==> config.mk <==
export PLATFORM = sky130hd
export DESIGN_NAME = ibex_vector_conv_unit
export DESIGN_NICKNAME = d
export VERILOG_FILES = /design/src/rtl/ibex_vconv_pkg.sv /design/src/rtl/ibex_vconv_round_sat.sv /design/src/rtl/ibex_vector_conv_unit.sv
export SDC_FILE = /design/constraint.sdc
export NUM_CORES = 2
export LEC_CHECK = 0
export CORE_MARGIN = 2
export CORE_UTILIZATION = 55
export CTS_CLUSTER_SIZE = 20
export DETAILED_ROUTE_END_ITERATION = 8
export HOLD_SLACK_MARGIN = 0.03
export PLACE_DENSITY_LB_ADDON = 0.25
export SLEW_MARGIN = 5
export SYNTH_ARGS = -nofsm -noshare
export SYNTH_HDL_FRONTEND = slang
export SYNTH_SLANG_ARGS = --single-unit
==> constraint.sdc <==
create_clock -name clk_i -period 9.31 [get_ports clk_i]
set_input_delay 0.931 -clock clk_i [delete_from_list [all_inputs] [get_ports clk_i]]
set_output_delay 0.931 -clock clk_i [all_outputs]
set_load 0.01 [all_outputs]
==> src/rtl/ibex_vconv_pkg.sv <==
// Shared types and kernel constants for the vector convolution unit.
package ibex_vconv_pkg;

    typedef enum logic [1:0] {
        VCONV_SUM    = 2'b00,
        VCONV_SINGLE = 2'b01,
        VCONV_PRESET = 2'b10
    } vconv_mode_e;

    // Tap that holds the non-zero coefficient of the reset (identity) kernel.
    localparam int unsigned VCONV_IDENT_TAP  = 32'd0;
    localparam int          VCONV_IDENT_COEF = 32'sd1;

    function automatic int vconv_sharpen(input int unsigned tap);
        int coef_v;
        if (tap == 32'd0) begin
            coef_v = 32'sd5;
        end else if (tap <= 32'd4) begin
            coef_v = -32'sd1;
        end else begin
            coef_v = 32'sd0;
        end
        return coef_v;
    endfunction

    function automatic int vconv_identity(input int unsigned tap);
        int coef_v;
        if (tap == VCONV_IDENT_TAP) begin
            coef_v = VCONV_IDENT_COEF;
        end else begin
            coef_v = 32'sd0;
        end
        return coef_v;
    endfunction

endpackage

==> src/rtl/ibex_vconv_round_sat.sv <==
// Rounds, arithmetically shifts and clamps a signed convolution sum to an unsigned pixel.
module ibex_vconv_round_sat
    import ibex_vconv_pkg::*;
#(
    parameter int unsigned SumW   = 21,
    parameter int unsigned ShiftW = 4,
    parameter int unsigned OutW   = 8
) (
    input  logic signed [SumW-1:0]   sum_val,
    input  logic        [ShiftW-1:0] shift_amt,
    output logic        [OutW-1:0]   pix,
    output logic                     sat
);

    // One extra bit keeps the rounding increment from overflowing the sum.
    localparam int unsigned ExtW = SumW + 1;
    localparam logic signed [ExtW-1:0] MaxVal   = {{(ExtW-OutW){1'b0}}, {OutW{1'b1}}};
    localparam logic        [ExtW-1:0] ExtOne   = {{(ExtW-1){1'b0}}, 1'b1};
    localparam logic      [ShiftW-1:0] ShiftOne = {{(ShiftW-1){1'b0}}, 1'b1};

    logic signed [ExtW-1:0] ext_s;
    logic signed [ExtW-1:0] rnd_s;
    logic signed [ExtW-1:0] shr_s;

    // Round-half-up, shift, then clamp into the output pixel range.
    always_comb begin
        ext_s = {sum_val[SumW-1], sum_val};
        if (shift_amt != {ShiftW{1'b0}}) begin
            rnd_s = ext_s + (ExtOne << (shift_amt - ShiftOne));
        end else begin
            rnd_s = ext_s;
        end
        shr_s = rnd_s >>> shift_amt;
        if (shr_s[ExtW-1]) begin
            pix = {OutW{1'b0}};
            sat = 1'b1;
        end else if (shr_s > MaxVal) begin
            pix = {OutW{1'b1}};
            sat = 1'b1;
        end else begin
            pix = shr_s[OutW-1:0];
            sat = 1'b0;
        end
    end

endmodule

==> src/rtl/ibex_vector_conv_unit.sv <==
// Three-stage N-tap convolution MAC: products, sum, round/shift/saturate.
module ibex_vector_conv_unit
    import ibex_vconv_pkg::*;
#(
    parameter int unsigned NumTaps = 9,
    parameter int unsigned PixW    = 8,
    parameter int unsigned CoefW   = 8,
    parameter int unsigned OutW    = 8,
    parameter int unsigned ShiftW  = 4
) (
    input  logic                          clk_i,
    input  logic                          rst_ni,
    input  logic                          in_valid_i,
    output logic                          in_ready_o,
    input  logic [NumTaps*PixW-1:0]       in_pix_i,
    input  logic [1:0]                    mode_i,
    input  logic [$clog2(NumTaps)-1:0]    tap_sel_i,
    input  logic [ShiftW-1:0]             shift_i,
    input  logic                          coef_we_i,
    input  logic [$clog2(NumTaps)-1:0]    coef_idx_i,
    input  logic [CoefW-1:0]              coef_i,
    output logic                          coef_ready_o,
    output logic                          out_valid_o,
    input  logic                          out_ready_i,
    output logic [OutW-1:0]               out_pix_o,
    output logic                          out_sat_o,
    output logic                          busy_o
);

    localparam int unsigned IdxW  = $clog2(NumTaps);
    localparam int unsigned ProdW = PixW + 1 + CoefW;
    localparam int unsigned SumW  = ProdW + $clog2(NumTaps);

    logic                    adv_s;
    logic                    busy_s;
    logic                    coef_rdy_s;
    logic                    coef_wr_s;
    vconv_mode_e             mode_in_s;

    logic signed [CoefW-1:0] coef_r     [NumTaps];
    logic signed [ProdW-1:0] prod_s     [NumTaps];

    logic                    s1_valid_r;
    logic signed [ProdW-1:0] prod_r     [NumTaps];
    vconv_mode_e             s1_mode_r;
    logic [IdxW-1:0]         s1_tap_sel_r;
    logic [ShiftW-1:0]       s1_shift_r;

    logic signed [SumW-1:0]  total_s;
    logic signed [SumW-1:0]  single_s;
    logic signed [SumW-1:0]  sum_s;

    logic                    s2_valid_r;
    logic signed [SumW-1:0]  s2_sum_r;
    logic [ShiftW-1:0]       s2_shift_r;

    logic                    out_valid_r;
    logic [OutW-1:0]         out_pix_r;
    logic                    out_sat_r;
    logic [OutW-1:0]         rs_pix_s;
    logic                    rs_sat_s;

    assign adv_s      = ~out_valid_r | out_ready_i;
    assign busy_s     = s1_valid_r | s2_valid_r | out_valid_r;
    assign coef_rdy_s = ~busy_s & ~in_valid_i;
    assign coef_wr_s  = coef_we_i & coef_rdy_s & (32'(coef_idx_i) < NumTaps);

    assign in_ready_o   = adv_s;
    assign coef_ready_o = coef_rdy_s;
    assign busy_o       = busy_s;
    assign out_valid_o  = out_valid_r;
    assign out_pix_o    = out_pix_r;
    assign out_sat_o    = out_sat_r;

    // Decode the raw mode; the unused encoding falls back to SUM.
    always_comb begin
        case (mode_i)
            2'b01:   mode_in_s = VCONV_SINGLE;
            2'b10:   mode_in_s = VCONV_PRESET;
            default: mode_in_s = VCONV_SUM;
        endcase
    end

    for (genvar k = 0; k < NumTaps; k++) begin : g_mul
        logic signed [CoefW-1:0] coef_use_s;
        logic signed [ProdW-1:0] pix_ext_s;
        logic signed [ProdW-1:0] coef_ext_s;

        assign coef_use_s = (mode_in_s == VCONV_PRESET) ? CoefW'(vconv_sharpen(k)) : coef_r[k];
        assign pix_ext_s  = {{(ProdW-PixW){1'b0}}, in_pix_i[k*PixW +: PixW]};
        assign coef_ext_s = {{(ProdW-CoefW){coef_use_s[CoefW-1]}}, coef_use_s};
        assign prod_s[k]  = pix_ext_s * coef_ext_s;
    end

    // S2 combinational: full-precision sum of all taps, or one selected tap.
    always_comb begin
        total_s = {SumW{1'b0}};
        for (int k = 0; k < NumTaps; k++) begin
            total_s = total_s + SumW'(prod_r[k]);
        end
        if (32'(s1_tap_sel_r) < NumTaps) begin
            single_s = SumW'(prod_r[s1_tap_sel_r]);
        end else begin
            single_s = {SumW{1'b0}};
        end
        case (s1_mode_r)
            VCONV_SINGLE: sum_s = single_s;
            default:      sum_s = total_s;
        endcase
    end

    ibex_vconv_round_sat #(
        .SumW   (SumW),
        .ShiftW (ShiftW),
        .OutW   (OutW)
    ) u_round_sat (
        .sum_val   (s2_sum_r),
        .shift_amt (s2_shift_r),
        .pix       (rs_pix_s),
        .sat       (rs_sat_s)
    );

    // Kernel register file; writes only land while the pipeline is empty.
    always_ff @(posedge clk_i or negedge rst_ni) begin
        if (!rst_ni) begin
            for (int k = 0; k < NumTaps; k++) begin
                coef_r[k] <= CoefW'(vconv_identity(k));
            end
        end else if (coef_wr_s) begin
            coef_r[coef_idx_i] <= coef_i;
        end
    end

    // S1: capture products and per-beat controls on an accepted beat.
    always_ff @(posedge clk_i or negedge rst_ni) begin
        if (!rst_ni) begin
            s1_valid_r   <= 1'b0;
            s1_mode_r    <= VCONV_SUM;
            s1_tap_sel_r <= {IdxW{1'b0}};
            s1_shift_r   <= {ShiftW{1'b0}};
            for (int k = 0; k < NumTaps; k++) begin
                prod_r[k] <= {ProdW{1'b0}};
            end
        end else if (adv_s) begin
            s1_valid_r <= in_valid_i;
            if (in_valid_i) begin
                s1_mode_r    <= mode_in_s;
                s1_tap_sel_r <= tap_sel_i;
                s1_shift_r   <= shift_i;
                for (int k = 0; k < NumTaps; k++) begin
                    prod_r[k] <= prod_s[k];
                end
            end
        end
    end

    // S2: register the sum and the shift that travels with it.
    always_ff @(posedge clk_i or negedge rst_ni) begin
        if (!rst_ni) begin
            s2_valid_r <= 1'b0;
            s2_sum_r   <= {SumW{1'b0}};
            s2_shift_r <= {ShiftW{1'b0}};
        end else if (adv_s) begin
            s2_valid_r <= s1_valid_r;
            if (s1_valid_r) begin
                s2_sum_r   <= sum_s;
                s2_shift_r <= s1_shift_r;
            end
        end
    end

    // S3: registered, clamped result held stable while the consumer stalls.
    always_ff @(posedge clk_i or negedge rst_ni) begin
        if (!rst_ni) begin
            out_valid_r <= 1'b0;
            out_pix_r   <= {OutW{1'b0}};
            out_sat_r   <= 1'b0;
        end else if (adv_s) begin
            out_valid_r <= s2_valid_r;
            if (s2_valid_r) begin
                out_pix_r <= rs_pix_s;
                out_sat_r <= rs_sat_s;
            end
        end
    end

endmodule

==> results.yml <==
critical_path:
  worstSetupPathType: "primary input to flop"
  endpoint_kind: "flop"
  worstPathRequired_ps: 9720
  worstSetupStartpointType: "primary input"
  worst-endpoint-arrival_ps: 7190
  cp_max_fo: 110
synth:
  ys_seq_area_share_pct: 18.6
  yosys.area_share.adder_pct: 39.4
  synthCells: 3871
  yosysTopAreaCell: "fa_1"
  synthArstFlopShare_pct: 100
  syn_area_um2: 36600
  synth_mux_area_share_pct: 6.87
  synth_edf_count: 0
  synth-xor-area-share_pct: 2.80
  ys.flop_type: "dfrtp_1"
  ys_ff_latch: 272
  synth_nets: 4850
  synth.top_cell.area_share_pct: 24.9
  yosysWarnings: 0
  synth-simple-area-share_pct: 14.7
  synth_top_family_by_area: "adder cells"
  yosys-top-cells-area: "fa_1 25%, dfrtp_1 19%, ha_1 14%"
  synth_compound_area_share_pct: 9.82
  yosysUniqueCellTypes: 87
  syn_avg_cell_area_um2: 9.47
clock_tree:
  cts_tree: "done"
  cts.clk_slew.worst_paths_ps: 60
  cts_made_buffers: 36
  cts_num_sinks: 272
  post_cts_buffers: 0
  htree_levels: 2
  clockRootBuffer: "clkbuf_16"
  post_cts_resized: 0
  cts.hold.buffers_added: 0
  cts_buffer_depth: 3
  clock_latency_ps: 580
timing:
  slew_violations: 0
  slew_headroom_pct: 20.1
  worst_pin_slew_ps: 1190
  post-route-min-period_ps: 6780
  period_share_pct: 72.8
  setup_total_negative_slack_ps: 0
  final_hold_viol_count: 0
  setup_viol: 0
  fin_skew_ps: 34.3
  fmax_mhz: 147
  rsz0062_at_grt: "false"
global_route:
  antenna_found_initial: 2
  overflow: 0
  grt_pass1_vias: 27800
  grt_pass1_wl_um: 152000
  grt_max_degree: 160
  track_usage_pct: 28.3
floorplan:
  die-area_um2: 68700
  die_h_um: 262
  ios: 112
  rows: 94
  die_w_um: 262
  core-area_um2: 65900
  start_util_pct: 55.6
place:
  gp_congestion: 0.953
  post-dp-hpwl_um: 74800
  port_buffers: 111
  place_area_um2: 38500
route:
  totalWireLength_um: 92900
  vias: 27300
  drt_first_pass_iters: 5
  wire_per_inst_um: 19.3
  ant_nets: 0
  drc_errors: 0
  vias_per_cell: 5.68
  drt-initial-drc-count: 1771
power_and_ir_drop:
  leakage_nw: 20.1
  vdd_ir_drop_max_mv: 0.657
  pwr_density_cell_nw_per_um2: 342
finish:
  postLayoutCellArea_um2: 39800
  layout-drive-gt1-share_pct: 8.29
  utilization_pct: 60.4
  final_net_count: 4884
  area_growth_pct: 8.49
min_path:
  min_path_type: "primary input to async pin"
run:
  cap_violations: 0
status:
  status: "finished, final reports clean"
[through the flow]
stage / hold WS (ps) / instances / total power [mW] / setup slack (ps)
after global routing: 497 / 4796 / 15.2 / 2040
after global placement: 462 / 4731 / 11.8 / 2190
after CTS: 464 / 4796 / 13.6 / 2630
after detailed placement: 465 / 4731 / 12.0 / 2020
final: 425 / 4802 / 13.6 / 2530
after floorplan: 433 / 3871 / 9.62 / 3420
[cell usage in the layout (no fill, tap or decap), types with 11 or more instances in the layout]
cell,n
inv_1,622
fa_1,456
ha_1,424
nand2_1,308
dfrtp_1,270
o21ai_0,260
nor2_1,210
nor2b_1,162
and3_1,150
mux2_2,124
clkdlybuf4s50_1,110
a21oi_1,89
nand3_1,71
xor2_1,61
xnor2_1,56
or2_2,53
clkbuf_16,37
mux4_2,36
nand2b_1,32
mux2i_1,31
a21boi_0,29
nor3_1,26
o31ai_1,24
and2_1,20
o41ai_1,20
a31oi_1,19
a21o_1,17
o21a_1,17
buf_4,16
o211ai_1,12
o31a_1,11
[synth_stat cells (all sizes together), types with 4 or more instances]
cell     count
inv        622
fa         456
ha         424
nand2      310
dfrtp      271
o21ai      262
nor2       212
nor2b      165
and3       150
mux2       124
clkbuf     105
a21oi       90
nand3       72
xor2        61
xnor2       56
or2         54
mux4        36
nand2b      33
mux2i       31
a21boi      29
buf         28
nor3        27
o31ai       24
and2        21
o41ai       20
a31oi       19
a21o        17
o21a        17
o211ai      13
o31a        11
a211oi      10
a22o        10
a31o         9
nor4         6
o21bai       6
or3          6
nand3b       5
o2111ai      5
o22ai        5
o22a         4
[per-layer routing]
metal / routed length, um / up-vias / GRT usage, %
met1: 40500 / 13500 / 39.0
met2: 43400 / 764 / 46.3
met5: 0 / - / 0
met4: 3410 / 0 / 9.68
li1: - / 12800 / -
met3: 5520 / 147 / 3.74
[power by group]
group,leakage (nW),switching [mW],total [mW],internal (mW)
Clock,0.594,0.583,1.47,0.883
Combinational,15.9,5.54,9.99,4.46
Sequential,3.55,0.600,2.15,1.55
Total,20.1,6.72,13.6,6.89
[worst max-delay path, cell delays in order]
cell and delay (ps):
clkdlybuf4s50_1 550, nand2b_4 760, buf_4 420, and2_1 290
nand2_1 110, fa_1 510, fa_1 490, inv_1 50
fa_1 470, inv_1 50, fa_1 470, inv_1 40
ha_1 280, o21ai_0 120, a21boi_0 180, o21ai_0 220
a21boi_0 150, o21ai_0 260, a21oi_1 130, o41ai_1 340
xnor2_1 160, o21ai_0 80
[flip-flops by register name, indices dropped and copies added, names as in the netlist]
signal and count:
prod_r 153, coef_r 72, s2_sum_r 21, out_pix_o 8, s1_shift_r 4, s1_tap_sel_r 4, s2_shift_r 4, s1_mode_r 2
out_sat_o 1, out_valid_o 1, s1_valid_r 1, s2_valid_r 1
[kinds of logic (layout without fill, tap and decap cells)]
kind of cell	count (synthesis)	count (layout)
XOR/XNOR	117	117
AND/OR/NAND/NOR	1074	1074
AO/OA/AOI/OAI	580	580
other	0	6
multiplexers	191	191
adder cells (fa/ha/maj)	880	880
buffers and inverters	757	818
flip-flops	272	272
[final timing paths]
kind                                from            end  slack [ps]  cells after the start
max                            mode_i[0]    prod_r[152]        2530                     22
min                               rst_ni  s1_shift_r[0]         430                      1
max reg2reg                s2_shift_r[0]   out_pix_o[3]        3720                     14
min reg2reg                s1_shift_r[2]  s2_shift_r[2]         470                      2
max in group asynchronous         rst_ni     coef_r[12]        7470                      2
min in group clk_i         s1_shift_r[2]  s2_shift_r[2]         470                      2
[final cells by class]
type	count	area [um2]
clock inverters	20	234
diodes	6	15.0
inverters	624	2350
multi-input cells	2842	27000
fillers	5625	26100
repair buffers	129	1280
well taps	864	1080
clock buffers	45	1010
flip-flops and latches	272	6810
Power figures use the tool's default switching activity.
